<file path="config.mk">
export PLATFORM = sky130hd
export DESIGN_NAME = ibex_instr_wb_bridge_flat
export DESIGN_NICKNAME = d
export VERILOG_FILES = /design/src/rtl/ibex_instr_wb_bridge_if.sv /design/src/rtl/ibex_instr_wb_bridge.sv /design/src/flat_wrapper.sv
export SDC_FILE = /design/constraint.sdc
export NUM_CORES = 1
export LEC_CHECK = 0
export CORE_ASPECT_RATIO = 0.5
export CORE_MARGIN = 2
export CORE_UTILIZATION = 33
export DETAILED_ROUTE_END_ITERATION = 7
export HOLD_SLACK_MARGIN = 0.15
export PLACE_DENSITY = 0.76
export SYNTH_ARGS = -nofsm -noshare
export SYNTH_HDL_FRONTEND = slang
export SYNTH_SLANG_ARGS = --single-unit
</file>
<file path="constraint.sdc">
create_clock -name clk_i -period 2.8 [get_ports clk_i]
set_clock_uncertainty 0.1 [all_clocks]
set_input_delay 0.28 -clock clk_i [delete_from_list [all_inputs] [get_ports clk_i]]
set_output_delay 0.28 -clock clk_i [all_outputs]
set_load 0.01 [all_outputs]
</file>
<file path="src/rtl/ibex_instr_wb_bridge_if.sv">
// ibex_instr_wb_bridge_if: fetch-side request/response and Wishbone master signals of the bridge
interface ibex_instr_wb_bridge_if;
  logic        instr_req_i;
  logic [31:0] instr_addr_i;
  logic        instr_gnt_o;
  logic        instr_rvalid_o;
  logic [31:0] instr_rdata_o;
  logic        instr_err_o;
  logic        wb_cyc_o;
  logic        wb_stb_o;
  logic        wb_we_o;
  logic [3:0]  wb_sel_o;
  logic [31:0] wb_adr_o;
  logic [31:0] wb_dat_i;
  logic        wb_ack_i;
  logic        wb_err_i;
  modport master (
    input  instr_req_i, instr_addr_i, wb_dat_i, wb_ack_i, wb_err_i,
    output instr_gnt_o, instr_rvalid_o, instr_rdata_o, instr_err_o,
    output wb_cyc_o, wb_stb_o, wb_we_o, wb_sel_o, wb_adr_o
  );
  modport slave (
    output instr_req_i, instr_addr_i, wb_dat_i, wb_ack_i, wb_err_i,
    input  instr_gnt_o, instr_rvalid_o, instr_rdata_o, instr_err_o,
    input  wb_cyc_o, wb_stb_o, wb_we_o, wb_sel_o, wb_adr_o
  );
endinterface

</file>
<file path="src/rtl/ibex_instr_wb_bridge.sv">
// ibex_instr_wb_bridge: instruction fetch req/gnt/rvalid to classic Wishbone read, one transfer in flight.
// Optional bus timeout enabled by defining IBEX_INSTR_WB_TIMEOUT_EN.
module ibex_instr_wb_bridge #(
  parameter int unsigned TimeoutCycles = 255,
  parameter bit          ResetAll      = 1'b0
) (
  input  logic                   clk_i,
  input  logic                   rst_ni,
  ibex_instr_wb_bridge_if.master bus,
  output logic                   busy_o
);
  typedef enum logic [1:0] {IDLE, BUS, RESP} state_e;
  state_e      state_q, state_d;
  logic [31:0] addr_q, addr_d, rdata_q, rdata_d;
  logic        err_q, err_d;
  logic        gnt, timeout;
`ifdef IBEX_INSTR_WB_TIMEOUT_EN
  localparam int unsigned CntW = $clog2(TimeoutCycles + 1);
  logic [CntW-1:0] cnt_q, cnt_d;
  assign cnt_d   = (state_q == BUS) ? cnt_q + 1'b1 : '0;
  // fires in the last allowed BUS cycle so the transfer occupies exactly TimeoutCycles cycles
  assign timeout = (state_q == BUS) && (cnt_q == CntW'(TimeoutCycles - 1));
  always_ff @(posedge clk_i or negedge rst_ni) begin
    if (!rst_ni) cnt_q <= '0;
    else cnt_q <= cnt_d;
  end
`else
  assign timeout = 1'b0;
`endif
  always_comb begin
    state_d = state_q;
    addr_d  = addr_q;
    rdata_d = rdata_q;
    err_d   = err_q;
    gnt     = 1'b0;
    case (state_q)
      BUS: begin
        if (bus.wb_ack_i || bus.wb_err_i) begin
          state_d = RESP;
          rdata_d = bus.wb_err_i ? '0 : bus.wb_dat_i;
          err_d   = bus.wb_err_i;
        end else if (timeout) begin
          state_d = RESP;
          rdata_d = '0;
          err_d   = 1'b1;
        end
      end
      default: begin
        gnt     = bus.instr_req_i;
        state_d = bus.instr_req_i ? BUS : IDLE;
        addr_d  = bus.instr_req_i ? {bus.instr_addr_i[31:2], 2'b00} : addr_q;
      end
    endcase
  end
  always_ff @(posedge clk_i or negedge rst_ni) begin
    if (!rst_ni) begin
      state_q <= IDLE;
      err_q   <= 1'b0;
    end else begin
      state_q <= state_d;
      err_q   <= err_d;
    end
  end
  if (ResetAll) begin : g_data_rst
    always_ff @(posedge clk_i or negedge rst_ni) begin
      if (!rst_ni) begin
        addr_q  <= '0;
        rdata_q <= '0;
      end else begin
        addr_q  <= addr_d;
        rdata_q <= rdata_d;
      end
    end
  end else begin : g_data_nrst
    always_ff @(posedge clk_i) begin
      addr_q  <= addr_d;
      rdata_q <= rdata_d;
    end
  end
  assign bus.instr_gnt_o    = gnt;
  assign bus.instr_rvalid_o = state_q == RESP;
  assign bus.instr_rdata_o  = rdata_q;
  assign bus.instr_err_o    = err_q;
  assign bus.wb_cyc_o       = state_q == BUS;
  assign bus.wb_stb_o       = state_q == BUS;
  assign bus.wb_we_o        = 1'b0;
  assign bus.wb_sel_o       = 4'hF;
  assign bus.wb_adr_o       = addr_q;
  assign busy_o             = state_q != IDLE;
endmodule

</file>
<file path="src/flat_wrapper.sv">
// flat-port wrapper written by rule: the top's interface ports become plain ports
module ibex_instr_wb_bridge_flat 
#(
  parameter int unsigned TimeoutCycles = 255,
  parameter bit          ResetAll      = 1'b0
)
  (clk_i, rst_ni, busy_o, bus_instr_req_i, bus_instr_addr_i, bus_wb_dat_i, bus_wb_ack_i, bus_wb_err_i, bus_instr_gnt_o, bus_instr_rvalid_o, bus_instr_rdata_o, bus_instr_err_o, bus_wb_cyc_o, bus_wb_stb_o, bus_wb_we_o, bus_wb_sel_o, bus_wb_adr_o);
  ibex_instr_wb_bridge_if bus_i ();
  input  logic clk_i;
  input  logic rst_ni;
  output logic busy_o;
  input wire logic [$bits(bus_i.instr_req_i)-1:0] bus_instr_req_i;
  input wire logic [$bits(bus_i.instr_addr_i)-1:0] bus_instr_addr_i;
  input wire logic [$bits(bus_i.wb_dat_i)-1:0] bus_wb_dat_i;
  input wire logic [$bits(bus_i.wb_ack_i)-1:0] bus_wb_ack_i;
  input wire logic [$bits(bus_i.wb_err_i)-1:0] bus_wb_err_i;
  output wire logic [$bits(bus_i.instr_gnt_o)-1:0] bus_instr_gnt_o;
  output wire logic [$bits(bus_i.instr_rvalid_o)-1:0] bus_instr_rvalid_o;
  output wire logic [$bits(bus_i.instr_rdata_o)-1:0] bus_instr_rdata_o;
  output wire logic [$bits(bus_i.instr_err_o)-1:0] bus_instr_err_o;
  output wire logic [$bits(bus_i.wb_cyc_o)-1:0] bus_wb_cyc_o;
  output wire logic [$bits(bus_i.wb_stb_o)-1:0] bus_wb_stb_o;
  output wire logic [$bits(bus_i.wb_we_o)-1:0] bus_wb_we_o;
  output wire logic [$bits(bus_i.wb_sel_o)-1:0] bus_wb_sel_o;
  output wire logic [$bits(bus_i.wb_adr_o)-1:0] bus_wb_adr_o;
  assign bus_i.instr_req_i = bus_instr_req_i;
  assign bus_i.instr_addr_i = bus_instr_addr_i;
  assign bus_i.wb_dat_i = bus_wb_dat_i;
  assign bus_i.wb_ack_i = bus_wb_ack_i;
  assign bus_i.wb_err_i = bus_wb_err_i;
  assign bus_instr_gnt_o = bus_i.instr_gnt_o;
  assign bus_instr_rvalid_o = bus_i.instr_rvalid_o;
  assign bus_instr_rdata_o = bus_i.instr_rdata_o;
  assign bus_instr_err_o = bus_i.instr_err_o;
  assign bus_wb_cyc_o = bus_i.wb_cyc_o;
  assign bus_wb_stb_o = bus_i.wb_stb_o;
  assign bus_wb_we_o = bus_i.wb_we_o;
  assign bus_wb_sel_o = bus_i.wb_sel_o;
  assign bus_wb_adr_o = bus_i.wb_adr_o;
  ibex_instr_wb_bridge #(.TimeoutCycles(TimeoutCycles), .ResetAll(ResetAll)) u_core (.clk_i(clk_i), .rst_ni(rst_ni), .bus(bus_i), .busy_o(busy_o));
endmodule
</file>
==> results of run 1 <==
==> layout by cell type (no fill, tap or decap) <==
| cell | count |
|---|---|
| clkdlybuf4s50_1 | 134 |
| edfxtp_1 | 62 |
| nor2b_1 | 33 |
| clkbuf_16 | 9 |
| conb_1 | 7 |
| clkinv_2 | 4 |
| dfrtp_1 | 3 |
| and2b_1 | 2 |
| buf_4 | 2 |
| nor2b_4 | 1 |
| nor2_1 | 1 |
| nor2b_2 | 1 |
| or2_2 | 1 |
| mux2_4 | 1 |
| nand3b_1 | 1 |
| a22o_1 | 1 |
| clkinvlp_4 | 1 |
| bufinv_16 | 1 |
| clkinv_1 | 1 |
| dlygate4sd3_1 | 1 |
| buf_12 | 1 |
==> what timing repair did <==
item,4_1_cts,5_1_grt
setup endpoints to repair,0,0
hold buffers,1,0
hold endpoints to repair,3,0
gates resized for setup,0,0
==> flip-flops by register name (all words and copies together), names as in the netlist <==
signal	flops
u_core.bus.instr_rdata_o	32
u_core.bus.wb_adr_o	30
u_core.state_q	2
u_core.bus.instr_err_o	1
==> power groups by stage <==
stage | logic [mW] | clock network, mW | registers, mW
after detailed placement | 0.409 | 0 | 1.22
final | 0.405 | 1.05 | 1.19
after global placement | 0.402 | 0 | 1.21
after CTS | 0.411 | 1.07 | 1.20
after global routing | 0.429 | 1.12 | 1.20
after floorplan | 0.0908 | 0 | 1.26
==> final cells by class <==
type	count	area, um^2	share of cell area
Sequential cell	65	1940	0.480
Clock inverter	7	61.3	0.0152
Timing Repair Buffer	138	1390	0.343
Clock buffer	9	225	0.0558
Multi-Input combinational cell	49	312	0.0772
Tap cell	92	115	0.0285
==> stage by stage <==
| step | power (mW) | util | hold slack [ps] |
|---|---|---|---|
| after floorplan | 1.35 | - | -116 |
| after global placement | 1.61 | 0.556 | 370 |
| after detailed placement | 1.62 | 0.556 | 377 |
| after CTS | 2.68 | 0.600 | 406 |
| after global routing | 2.75 | 0.600 | 402 |
| final | 2.64 | 0.600 | 399 |
==> final timing paths <==
check	to	slack (ps)	cells past startpoint
worst min register to register	u_core.bus.instr_err_o	400	1
worst min-delay path	u_core.bus.instr_err_o	400	1
worst max-delay path	bus_instr_gnt_o	770	3
max in group asynchronous	u_core.state_q[0]	1870	2
min in group asynchronous	u_core.state_q[1]	590	2
worst max register to register	u_core.bus.instr_rdata_o[10]	1040	3
==> metal layers <==
layer / vias to the layer above / share of wire / track usage / wire [um]
met5: - / 0 / 0 / 0
met4: 0 / 0.020 / 0.0618 / 105
met3: 10 / 0.077 / 0.0543 / 395
met2: 72 / 0.53 / 0.235 / 2710
met1: 675 / 0.38 / 0.137 / 1930
li1: 701 / - / - / -
==> synth_stat cells, drive strengths merged <==
cell | count | area, um^2
nor2b | 35 | 226
conb | 2 | 7.51
buf | 11 | 77.6
dfrtp | 3 | 75.1
a22o | 1 | 8.76
and2b | 2 | 15.0
edfxtp | 62 | 1860
mux2 | 1 | 15.0
nand3b | 1 | 7.51
or2 | 1 | 6.26
nor2 | 1 | 3.75
==> kinds of logic after synthesis <==
| group | share of synthesized area |
|---|---|
| buf+inv | 0.0337 |
| mux | 0.00651 |
| compound gates | 0.00380 |
| simple gates | 0.112 |
| flops | 0.840 |
| other cells | 0.00326 |
==> critical path, cell delays in order, from the launching register on <==
cell and delay, ps:
dfrtp_1 400, nor2b_4 160, and2b_1 230, clkdlybuf4s50_1 560
==> impl_results.md, run 1 <==
- TritonCTS buffer count: 9
- Gate power share: 0.153
- Row cnt: 21
- Largest net degree at the start of global routing: 34
- LEAKAGE: 1.45 nW
- Yosys warns: 0
- Fmax: 491 MHz
- Worst-Skew Late Latency: 310 ps
- CTS tree: done
- Slew @ Worst Pin: 521 ps
- Vias in the first global route: 1452
- Normalized max-slew margin: 0.651
- Initial antenna violation count: 0
- Seq/Total Area, Yosys: 0.840
- Layout overhead on the synthesized area: 75.1%
- CP required: 2420 ps
- Status: finished clean
- Post-DP HPWL: 3880 um
- Crit path DAT: 1650 ps
- Setup TNS: 0 ps
- Netlist cell types: 13
- WL/cell: 14.3 um
- Final Worst Setup Slack: 765 ps
- Max-Cap Viols: 0
- Psw: 0.546 mW
- Setup violators final: 0
- Ant diodes: 0
- Nets: 332
- Global-route wire length before repair: 7420 um
- Final number of hold-violating endpoints: 0
- Antenna Violating Nets Remaining: 0
- Number of synthesized register bits: 65
- First-pass DRT Iterations: 6
- WL final: 5140 um
- Placed Cells: 343
- Drt initial violations: 69
- DRC viols: 0
- Peak supply drop: 347 uV
- Die Y: 63.1 um
- Post-CTS setup repair buffer count: 0
- Layout cells sized above 1: 0.0821
- Min-delay worst type: register to register
- Crit end category: output pin
- Input/output buffers: 134
- Fillers: 522
- Worst Setup SP: u_core.state_q[0]
- Final worst-path cycle share: 0.727
- Mapped cell area: 2300 um^2
- Setup CP Type: register to output pin
- Placeable Area: 6730 um^2
- H-tree levels: 3
- Power per cell area: 655 nW/um^2
- Root buf cell: clkbuf_16
- Die area: 7710 um^2
- Minimum clock period: 2030 ps
- Reg2Reg Launch Point: u_core.state_q[1]
- Starting density of the core: 0.343
- Gpl congestion: 0.727
- Flop pwr share: 0.452
- GRT overflow: 0
- Finished Cell Area: 4040 um^2
- Internal power: 2.10 mW
- Fin. max-slew vios: 0
- IO Pins: 144
- Max Fanout on Critical Path: 7
- HP Start: u_core.bus.instr_err_o
- Gate Count Post-Synth: 120
- Die W: 122 um
- Via/cell ratio: 4.05
- Clk buf depth: 2
- Sink Count: 65
- Setup Slack @ Placement: 832 ps
- GR Util All Layers: 0.132
- Avg Inst Size Synth: 19.2 um^2
- Switching Share: 0.207
- Clock Power Share: 0.395
- Post-DP Area: 3740 um^2
- Cell Count, Final, Fillers Out: 360
- Worst-path clk slew: 50 ps
- Crit start category: register
- RSZ-0062 raised after global routing: no
- Via count: 1458
Note: power is estimated with default switching activity, not from simulation.
==> run 2: changes to the inputs <==
==> constraint.sdc (replaced) <==
create_clock -name clk_i -period 1.81 [get_ports clk_i]
set_clock_uncertainty 0.1 [all_clocks]
set_input_delay 0.181 -clock clk_i [delete_from_list [all_inputs] [get_ports clk_i]]
set_output_delay 0.181 -clock clk_i [all_outputs]
set_load 0.01 [all_outputs]
==> impl_results.md, run 2 (synthesized netlist as in run 1, its figures left out) <==
- Setup TNS: 0 ps
- GRT overflow: 0
- Fillers: 512
- Status: finished clean
- Final number of hold-violating endpoints: 0
- Power per cell area: 986 nW/um^2
- Reg2Reg Launch Point: u_core.state_q[0]
- H-tree levels: 3
- LEAKAGE: 1.46 nW
- CP required: 1530 ps
- Power Total: 3.97 mW
- Ant diodes: 0
- Nets: 334
- Max Fanout on Critical Path: 4
- Crit start category: register
- Setup CP Type: register to output pin
- Most frequent cells in the layout: clkdlybuf4s50_1, edfxtp_1, nor2b_1, clkbuf_16, conb_1
- Final Core Density: 0.600
- Die area: 7710 um^2
- Reg2reg end: u_core.bus.wb_adr_o[15]
- Max-Cap Viols: 0
- Antenna Violating Nets Remaining: 0
- Crit end category: output pin
- CTS tree: done
- Via count: 1529
- Commonest non-fill, non-tap cell in the layout: clkdlybuf4s50_1
- Layout overhead on the synthesized area: 75.0%
- Post-DP HPWL: 4050 um
- TritonCTS buffer count: 9
- Largest net degree at the start of global routing: 34
- Crit path DAT: 1450 ps
- Finished Cell Area: 4030 um^2
- First-pass DRT Iterations: 4
- Root buf cell: clkbuf_16
- Drt initial violations: 82
- Worst Setup SP: u_core.state_q[0]
- Placed Cells: 344
- Setup Slack @ Placement: 163 ps
- Post-DP Area: 3750 um^2
- Die W: 122 um
- GR Util All Layers: 0.149
- RSZ-0062 raised after global routing: no
- Gpl congestion: 0.774
- Fmax: 577 MHz
- WL final: 5570 um
- Worst Hold Slack: 308 ps
- DRC viols: 0
- WL/cell: 15.4 um
- Input/output buffers: 134
- Cell Count, Final, Fillers Out: 362
- Vias in the first global route: 1627
- Reg2Reg Setup Slack: 260 ps
- Worst r2r path cells: 3
- IO Pins: 144
- Min-delay worst type: primary input to register
- Final worst-path cycle share: 0.957
- Layout cells sized above 1: 0.0889
- Minimum clock period: 1730 ps
- Worst-Skew Late Latency: 320 ps
- Peak supply drop: 487 uV
- Clk buf depth: 2
- Die Y: 63.1 um
- Sink Count: 65
- Global-route wire length before repair: 8380 um
- Placeable Area: 6730 um^2
- CP Capture Point: bus_instr_rvalid_o
- Starting density of the core: 0.343
- Row cnt: 21
- Worst-path clk slew: 50 ps
- Initial antenna violation count: 0
- Via/cell ratio: 4.22
- Fin. max-slew vios: 0
- Setup violators final: 0
- Max reg flops: 32
- Final Worst Setup Slack: 77.1 ps
==> run 2: worst max-delay path, stage by stage (launching register included) <==
cell and delay [ps]:
dfrtp_1 400, and2b_1 200, clkdlybuf4s50_1 530
==> run 2: report_power, final <==
part	internal, mW	total [mW]	switching [mW]
sequential	1.81	1.85	0.0404
combinational	0.392	0.639	0.247
clock	0.906	1.49	0.580
total	3.11	3.97	0.867
==> run 2: worst min path at each step <==
stage / startpoint / endpoint / slack, ps / depth (start not counted)
floorplan: rst_ni / u_core.bus.instr_err_o / -210 / 0
global placement: rst_ni / u_core.state_q[0] / 270 / 1
detailed placement: rst_ni / u_core.state_q[1] / 280 / 1
CTS: bus_instr_addr_i[28] / u_core.bus.wb_adr_o[28] / 300 / 1
global route: bus_instr_addr_i[28] / u_core.bus.wb_adr_o[28] / 300 / 1
finish: bus_instr_addr_i[28] / u_core.bus.wb_adr_o[28] / 310 / 1
==> run 2: area by class of cell <==
cell class / count / area (um^2) / area share
Sequential cell: 65 / 1940 / 0.480
Timing Repair Buffer: 140 / 1400 / 0.347
Multi-Input combinational cell: 49 / 318 / 0.0788
Clock buffer: 9 / 225 / 0.0558
Tap cell: 92 / 115 / 0.0285
Clock inverter: 7 / 37.5 / 0.00931
==> run 2: routing by layer <==
layer,vias up,global-route usage,wire [um]
met4,0,0.0718,129
met2,59,0.281,3070
met3,13,0.0516,335
met1,755,0.144,2040
met5,-,0,0
li1,702,-,-
==> run 2: repair_timing <==
item / in CTS / in global routing
endpoints found under the hold margin: 3 / 0
setup buffers: 1 / 0
endpoints found under the setup margin: 1 / 1
gates resized for setup: 3 / 1
hold buffers: 1 / 0
cloned: 0 / 0
